File: config.mk
export PLATFORM = sky130hd
export DESIGN_NAME = seven_seg_scanner_flat
export DESIGN_NICKNAME = d
export VERILOG_FILES = /design/src/rtl/seven_seg_scanner_if.sv /design/src/rtl/seven_seg_scanner.sv /design/src/flat_wrapper.sv
export SDC_FILE = /design/constraint.sdc
export NUM_CORES = 1
export LEC_CHECK = 0
export ABC_AREA = 0
export BUFFER_PORTS_ARGS = -buffer_cell sky130_fd_sc_hd__clkbuf_2
export CAP_MARGIN = 20
export CORE_MARGIN = 8
export CORE_UTILIZATION = 50
export CTS_BUF_LIST = sky130_fd_sc_hd__clkbuf_4 sky130_fd_sc_hd__clkbuf_8
export DETAILED_ROUTE_END_ITERATION = 12
export PLACE_DENSITY = 0.74
export SETUP_SLACK_MARGIN = 0.1
export SYNTH_ARGS = -nofsm -noshare
export SYNTH_HDL_FRONTEND = slang
export SYNTH_SLANG_ARGS = --single-unit
export TNS_END_PERCENT = 50
File: constraint.sdc
create_clock -name clk -period 6.9 [get_ports clk]
set_clock_uncertainty 0.2 [all_clocks]
set_input_delay 1.38 -clock clk [delete_from_list [all_inputs] [get_ports clk]]
set_output_delay 1.38 -clock clk [all_outputs]
set_load 0.01 [all_outputs]
File: src/rtl/seven_seg_scanner_if.sv
// Bus between a display owner (master) and the seven-segment scanner (slave):
// digit data/controls in, registered pin drives and buffer status out.
interface seven_seg_scanner_if;
    logic [15:0] data_in;
    logic [3:0]  dp_in;
    logic [3:0]  blank_in;
    logic        load;
    logic        pending;
    logic        frame_done;
    logic [7:0]  segment;
    logic [3:0]  anode;

    modport master (
        output data_in,
        output dp_in,
        output blank_in,
        output load,
        input  pending,
        input  frame_done,
        input  segment,
        input  anode
    );

    modport slave (
        input  data_in,
        input  dp_in,
        input  blank_in,
        input  load,
        output pending,
        output frame_done,
        output segment,
        output anode
    );
endinterface

File: src/rtl/seven_seg_scanner.sv
// Four-digit common-anode seven-segment scanner with per-slot ghosting guard
// and a load/commit double buffer that only swaps on frame boundaries.
module seven_seg_scanner #(
    parameter int DIGIT_CYCLES = 100000,
    parameter int GUARD_CYCLES = 1000
) (
    input  logic               clk,
    input  logic               reset,
    seven_seg_scanner_if.slave bus
);

    typedef enum logic {
        GUARD = 1'b0,
        DRIVE = 1'b1
    } state_t;

    localparam logic [19:0] CNT_LAST  = 20'(DIGIT_CYCLES - 1);
    localparam logic [19:0] GUARD_CNT = 20'(GUARD_CYCLES);

    // Active-low {g,f,e,d,c,b,a} pattern for one hex nibble.
    function automatic logic [6:0] hex7(input logic [3:0] nib);
        logic [6:0] pat;
        case (nib)
            4'h0:    pat = 7'h40;
            4'h1:    pat = 7'h79;
            4'h2:    pat = 7'h24;
            4'h3:    pat = 7'h30;
            4'h4:    pat = 7'h19;
            4'h5:    pat = 7'h12;
            4'h6:    pat = 7'h02;
            4'h7:    pat = 7'h78;
            4'h8:    pat = 7'h00;
            4'h9:    pat = 7'h10;
            4'hA:    pat = 7'h08;
            4'hB:    pat = 7'h03;
            4'hC:    pat = 7'h46;
            4'hD:    pat = 7'h21;
            4'hE:    pat = 7'h06;
            default: pat = 7'h0E;
        endcase
        return pat;
    endfunction

    logic [19:0] cnt;
    logic [19:0] cnt_nxt;
    logic [1:0]  dig;
    logic [1:0]  dig_nxt;
    logic        wrap;
    state_t      state;
    state_t      state_nxt;

    logic [15:0] act_data;
    logic [3:0]  act_dp;
    logic [3:0]  act_blank;
    logic [15:0] pend_data;
    logic [3:0]  pend_dp;
    logic [3:0]  pend_blank;
    logic        pend_vld;
    logic        frame_done_q;
    logic        commit;

    logic [3:0]  anode_p0;
    logic [7:0]  seg_p0;
    logic [3:0]  anode_p1;
    logic [7:0]  seg_p1;

    // Slot counter and digit index
    assign wrap = (cnt == CNT_LAST);

    always_comb begin
        cnt_nxt = wrap ? 20'd0 : cnt + 20'd1;
        dig_nxt = wrap ? dig + 2'd1 : dig;
    end

    always_ff @(posedge clk or posedge reset) begin
        if (reset) begin
            cnt          <= 20'd0;
            dig          <= 2'd0;
            frame_done_q <= 1'b0;
        end else begin
            cnt          <= cnt_nxt;
            dig          <= dig_nxt;
            frame_done_q <= (dig_nxt == 2'd3) && (cnt_nxt == CNT_LAST);
        end
    end

    // FSM state register
    always_ff @(posedge clk or posedge reset) begin
        if (reset) begin
            state <= GUARD;
        end else begin
            state <= state_nxt;
        end
    end

    // FSM next state: every wrap reopens the slot with a guard interval
    always_comb begin
        state_nxt = state;
        case (state)
            GUARD: if (!wrap && (cnt_nxt >= GUARD_CNT)) state_nxt = DRIVE;
            DRIVE: if (wrap) state_nxt = GUARD;
            default: state_nxt = GUARD;
        endcase
    end

    // FSM outputs, decoded from the active buffer
    always_comb begin
        anode_p0 = 4'b1111;
        seg_p0   = 8'hFF;
        if ((state == DRIVE) && !act_blank[dig]) begin
            anode_p0 = ~(4'b0001 << dig);
            seg_p0   = {~act_dp[dig], hex7(act_data[{dig, 2'b00} +: 4])};
        end
    end

    // Output registers keep the pins free of decode glitches
    always_ff @(posedge clk or posedge reset) begin
        if (reset) begin
            anode_p1 <= 4'b1111;
            seg_p1   <= 8'hFF;
        end else begin
            anode_p1 <= anode_p0;
            seg_p1   <= seg_p0;
        end
    end

    // Double buffer: a commit reads the pending contents from before this
    // edge, so a load on the commit cycle waits for the next frame boundary.
    assign commit = frame_done_q && pend_vld;

    always_ff @(posedge clk or posedge reset) begin
        if (reset) begin
            act_data   <= 16'h0000;
            act_dp     <= 4'h0;
            act_blank  <= 4'h0;
            pend_data  <= 16'h0000;
            pend_dp    <= 4'h0;
            pend_blank <= 4'h0;
            pend_vld   <= 1'b0;
        end else begin
            if (commit) begin
                act_data  <= pend_data;
                act_dp    <= pend_dp;
                act_blank <= pend_blank;
            end
            if (bus.load) begin
                pend_data  <= bus.data_in;
                pend_dp    <= bus.dp_in;
                pend_blank <= bus.blank_in;
                pend_vld   <= 1'b1;
            end else if (commit) begin
                pend_vld <= 1'b0;
            end
        end
    end

    assign bus.anode      = anode_p1;
    assign bus.segment    = seg_p1;
    assign bus.pending    = pend_vld;
    assign bus.frame_done = frame_done_q;

endmodule
File: src/flat_wrapper.sv
// flat-port wrapper written by rule: the top's interface ports become plain ports
module seven_seg_scanner_flat 
#(
    parameter int DIGIT_CYCLES = 100000,
    parameter int GUARD_CYCLES = 1000
)
  (clk, reset, bus_data_in, bus_dp_in, bus_blank_in, bus_load, bus_pending, bus_frame_done, bus_segment, bus_anode);
  seven_seg_scanner_if bus_i ();
  input  logic clk;
  input  logic reset;
  input wire logic [$bits(bus_i.data_in)-1:0] bus_data_in;
  input wire logic [$bits(bus_i.dp_in)-1:0] bus_dp_in;
  input wire logic [$bits(bus_i.blank_in)-1:0] bus_blank_in;
  input wire logic [$bits(bus_i.load)-1:0] bus_load;
  output wire logic [$bits(bus_i.pending)-1:0] bus_pending;
  output wire logic [$bits(bus_i.frame_done)-1:0] bus_frame_done;
  output wire logic [$bits(bus_i.segment)-1:0] bus_segment;
  output wire logic [$bits(bus_i.anode)-1:0] bus_anode;
  assign bus_i.data_in = bus_data_in;
  assign bus_i.dp_in = bus_dp_in;
  assign bus_i.blank_in = bus_blank_in;
  assign bus_i.load = bus_load;
  assign bus_pending = bus_i.pending;
  assign bus_frame_done = bus_i.frame_done;
  assign bus_segment = bus_i.segment;
  assign bus_anode = bus_i.anode;
  seven_seg_scanner #(.DIGIT_CYCLES(DIGIT_CYCLES), .GUARD_CYCLES(GUARD_CYCLES)) u_core (.clk(clk), .reset(reset), .bus(bus_i));
endmodule
== Word level (Yosys, flattened, before mapping) ==
Memory sizes are Yosys's and may differ from the RTL's.
Index checks and enable logic that the tools add are counted.
Widths: inputs -> output; s select.
Storage, ports and cells
  logic and storage cells: 46
  memories: 1
  memory bits (read-only): 112
  input port bits: 27
  output and inout port bits: 14
  flip-flop bits (word level): 85
Cells by class
  $add $sub $neg: 2
  $lt $le $gt $ge: 2
  reduce and logical (&&, ||, !) cells: 7
  bitwise operators: 3
  shift operators: 2
  mux-type cells: 13
  equality and inequality tests: 3
Memory list
  (no name shown): depth 16, bits a word 7, read ports 1, clocked after memory_dff 0, wr ports 0, line seven_seg_scanner.sv:23  | case (nib)
Operators by type and width (count)
  $eq 20x17->1 const B: 2
  $add 20x1->20 const B: 1
  $ge 20x10->1 const B: 1
  $mux 20: 1
  $shiftx 16x5->4: 1
  $mux 8: 1
  $mux 1: 6
  $bmux 1 s2: 2
  $logic_and 1x1->1: 4
  $mux 4: 1
  $not 4->4: 1
  $shl 1x2->4 const A: 1
  $lt 2x3->1 const B: 1
  $add 2x1->2 const B: 1
  $eq 2x2->1 const B: 1
  $logic_not 1->1: 2
  $mux 2: 1
  $not 1->1: 2
  $pmux 1 s2: 1
  $reduce_bool 2->1: 1

== Logic depth before layout (Yosys ltp) ==
  depth after elaboration: 6
  mapped depth: 8

== Least setup slack after synthesis ==
Ideal clock, no wire load.
  path kind: input to register
  start point: in bus_load
  end point: reg u_core.pend_blank[0]
  setup time: 0.125 ns
  setup slack: 4.245 ns
  arrival: 2.330 ns
  required time: 6.575 ns
  stages: 3
  cell sequence: clkbuf_1 > buf_1 > mux2_2
RTL lines
  start: declaration: line flat_wrapper.sv:14  | input wire logic [$bits(bus_i.load)-1:0] bus_load;
  end signal: assignment: line seven_seg_scanner.sv:149  | pend_blank <= bus.blank_in;
  end: declaration: line seven_seg_scanner.sv:57  | logic [3:0] pend_blank;
No word-level cell between the ends.

== Final worst setup path ==
  start point: reg u_core.cnt[0]
  end point: reg u_core.state
Between the ends
  word-level cells in the longest chain between the ends: 6
  elaborated cells on any way between the ends: 9
  classes of those cells: add/sub (1); order compare (1); eq/ne (1); mux (4); reduce/logical (2)
RTL lines
  start: declaration: line seven_seg_scanner.sv:44  | logic [19:0] cnt;
  start signal: assignment: line seven_seg_scanner.sv:81  | cnt <= cnt_nxt;
  $add 20x1->20 or $eq 20x17->1 (tied branches): line seven_seg_scanner.sv:71, seven_seg_scanner.sv:68
  $mux 20: line seven_seg_scanner.sv:71  | cnt_nxt = wrap ? 20'd0 : cnt + 20'd1;
  $ge 20x10->1: line seven_seg_scanner.sv:100  | GUARD: if (!wrap && (cnt_nxt >= GUARD_CNT)) state_nxt = DRIVE;
  $logic_and 1x1->1: line seven_seg_scanner.sv:100
  $mux 1: line seven_seg_scanner.sv:100
  $pmux 1 s2 *: line seven_seg_scanner.sv:99  | case (state)
  named net u_core.state_nxt: line seven_seg_scanner.sv:50  | state_t state_nxt;
  end signal: assignment: line seven_seg_scanner.sv:92  | state <= state_nxt;
  end: declaration: line seven_seg_scanner.sv:49  | state_t state;
Mark *: on every way through the listed nets, which the timed path passes. The rest lies on a longest branch.
A chain may end at the register's enable or synchronous reset.

==> flow_summary_export.csv <==
group,metric,value,unit
run_status,run_status,"complete, no violations",
layout,layout-drive-gt1-share,37.4,%
global_route,grt_start_max_net_pins,86,
yosys,netlist_area,0.00395,mm2
routing,finalWirelength,7120,um
die,floorplan.die.width,105,um
clock_network,cts_root_buf,"clkbuf_8",
global_route,groute.usage.overall,13.8,%
power,portion_of_total_power_attributed_to_sequential_cells,55.7,%
yosys,seq_area_frac_synth,54.3,%
global_route,grt_antenna_before_repair,0,
yosys,synth_enable_flop_cells,0,
min_path,worstHoldPathType,"reg2reg",
critical_path,timing.critical_path.from_type,"register",
power,share_clk_of_total_power,40.4,%
timing,period_minus_slack,2.74,ns
critical_path,cp_max_fo,15,
routing,postRouteAntennaNets,0,
die,area_of_the_die,0.0110,mm2
clock_network,postCtsSetupBuffers,0,
layout,final_stage_net_count,386,
timing,report.final.setup_viol,0,
clock_network,clkSlewWorstSetupHoldPaths,0.09,ns
die,core_region_area,0.00769,mm2
global_route,grt_use_met1,18.0,%
clock_network,cts.htree.levels,3,
timing,rsz0062_at_grt,"no",
yosys,yosys_warnings,0,
routing,drt-wirelength-per-cell,15.7,um
global_route,grt_pass1_wl,12500,um
die,initial_utilization,51.4,%
die,fp-row-count,32,
timing,setup-tns-final,0,ns
yosys,yosys.cell_types.count,51,
layout,antenna-diode-count,0,
die,top_level_ports,41,
power,power.density,211,mW/mm2
job,max_cap_viol_count,0,
critical_path,critical_path.endpoint_type,"register",
layout,post-route-cell-area,0.00443,mm2
global_route,grt-ovfl-total,0,
global_route,number_of_global_route_vias_before_repair,2690,
clock_network,worstSkewPairLatency,0.36,ns
clock_network,cts_buffers,9,
layout,mostFrequentLayoutCells,"73 x dfrtp_1, 48 x mux2_2, 40 x clkbuf_2",
timing,maxSlewViolCount,0,
placement,portBuffers,40,
layout,layout_commonest_cell,"dfrtp_1",
yosys,synth_ff_type,"dfrtp_1",
routing,drc,0,
critical_path,timing_worst_setup_path_type,"reg2reg",
global_route,gr-max-usage-layer,"met2",
timing,achievable-frequency,366,MHz
power,power.leakage,1.97,nW
clock_network,cts_hold_repair.buffers,0,
routing,vias_per_cell,5.43,
power,switching_share,23.2,%
placement,dpl-instance-area,0.00419,mm2
clock_network,post_cts_resize_count,0,
timing,worst_slew_pin_slew,1.02,ns
power,comb_power_share,4.0,%
timing,finalCritPeriodShare,39.6,%
placement,dp_hpwl,5020,um
global_route,grtUsageMet2,21.5,%
clock_network,cts.path.max_buffers,2,
die,floorplan.die.height,105,um
clock_network,cts_sinks,85,
critical_path,critPathRequiredTime,6.90,ns
routing,via_count,2470,
timing,max_slew_margin,32.0,%
clock_network,cts_tree,"done",
placement,gpl.final_weighted_congestion,0.834,
timing,report.final.hold_viol_count,0,
yosys,postSynthNetCount,350,
routing,number_of_drc_markers_in_iteration_0,63,
yosys,postSynthAreaPerCell,12.7,um2
critical_path,timing.critical_path.arrival,2.73,ns
layout,layout-area-overhead-vs-synth,12.2,%
power,power.net_switching,216,uW
yosys,synth-async-reset-ratio,100,%
power,cell_internal_power,717,uW
power,irDropWorstVdd,0.141,mV
global_route,met3_usage,3.19,%
yosys,flop_and_latch_count_out_of_synthesis,85,
routing,drt_pre_antenna_iters,4,
yosys,post_synth_inst_count,312,
-- cell type report --
class | instances | area, um2
clock buffers | 10 | 138
clock inverters | 6 | 78.8
fillers | 630 | 3260
inverters | 10 | 38.8
multi-input cells | 200 | 1670
flip-flops and latches | 85 | 2140
well taps | 102 | 128
repair buffers | 42 | 235
-- power by group through the flow --
stage,combinational [mW],sequential (mW),clock (mW)
3_5_place_dp,0.0363,0.530,0
6_report,0.0370,0.519,0.376
2_1_floorplan,0.0243,0.526,0
4_1_cts,0.0366,0.520,0.387
3_3_place_gp,0.0350,0.529,0
5_1_grt,0.0419,0.522,0.402
-- state kept, by name, indices dropped and copies added (netlist names) --
signal / count
u_core.cnt: 20
u_core.pend_blank: 4
u_core.act_dp: 4
u_core.state: 1
u_core.pend_data: 16
u_core.bus.frame_done: 1
u_core.act_data: 16
u_core.bus.segment: 8
u_core.bus.pending: 1
u_core.dig: 2
u_core.bus.anode: 4
u_core.pend_dp: 4
u_core.act_blank: 4
-- synth_stat cells, types with 6 or more instances --
master,instances,share of area [%]
clkbuf_1,7,0.67
dfrtp_1,73,46
dfstp_2,12,8.0
ha_1,11,3.5
inv_1,10,0.95
mux2_2,48,14
mux4_2,6,3.4
nand2_1,26,2.5
nand3_1,9,1.1
nor2_1,14,1.3
nor4_1,6,0.95
o21ai_0,6,0.76
xnor2_1,12,2.7
xor2_1,9,2.0
-- cell families after synthesis --
kind of cell / after synthesis / share of synthesized area (%)
adders and majority gates: 11 / 3.49
xor gates and xnor gates: 21 / 4.66
AOI/OAI and AO/OA: 27 / 4.72
DFF: 85 / 54.3
buffers and inverters: 27 / 3.45
muxes: 55 / 17.4
and+or+nand+nor: 86 / 12.0
-- worst max-delay path, stage by stage, from the launching register on --
cell and delay [ns]:
dfrtp_1 0.41, ha_1 0.28, and4_1 0.37, nand2_1 0.10, nor3_2 0.69, o211ai_1 0.19, a211oi_1 0.25, a21oi_1 0.09
-- per-stage QoR --
step                      hold slack, ns  worst slack [ns]  power (mW)  util (%)  std cells
after floorplan                    0.270              3.15       0.550         -        312
after global placement             0.284              4.21       0.564      54.4        438
after detailed placement           0.290              4.19       0.566      54.4        438
after CTS                          0.310              4.17       0.943      57.3        454
after global routing               0.332              3.86       0.966      57.6        455
final                              0.306              4.16       0.933      57.6        455
-- per-layer routing --
metal	vias to the layer above	wire length, um	part of all wire (%)
met5	-	0	0
li1	1182	-	-
met3	14	375	5.3
met1	1214	3290	46
met2	60	3320	47
met4	0	142	2.0
-- final timing paths --
kind                       depth (start not counted)                         endpoint               startpoint  slack, ns
min                                                1          u_core.cnt[0]$_DFF_PP0_  u_core.cnt[0]$_DFF_PP0_       0.31
max reg2reg                                        7           u_core.state$_DFF_PP0_  u_core.cnt[0]$_DFF_PP0_       4.16
min reg2reg                                        1          u_core.cnt[0]$_DFF_PP0_  u_core.cnt[0]$_DFF_PP0_       0.31
max                                                7           u_core.state$_DFF_PP0_  u_core.cnt[0]$_DFF_PP0_       4.16
max in group asynchronous                          4  u_core.bus.segment[7]$_DFF_PP1_                    reset       5.06
min in group asynchronous                          3         u_core.cnt[14]$_DFF_PP0_                    reset       0.82
No activity file was read; power rests on OpenSTA's default activity.
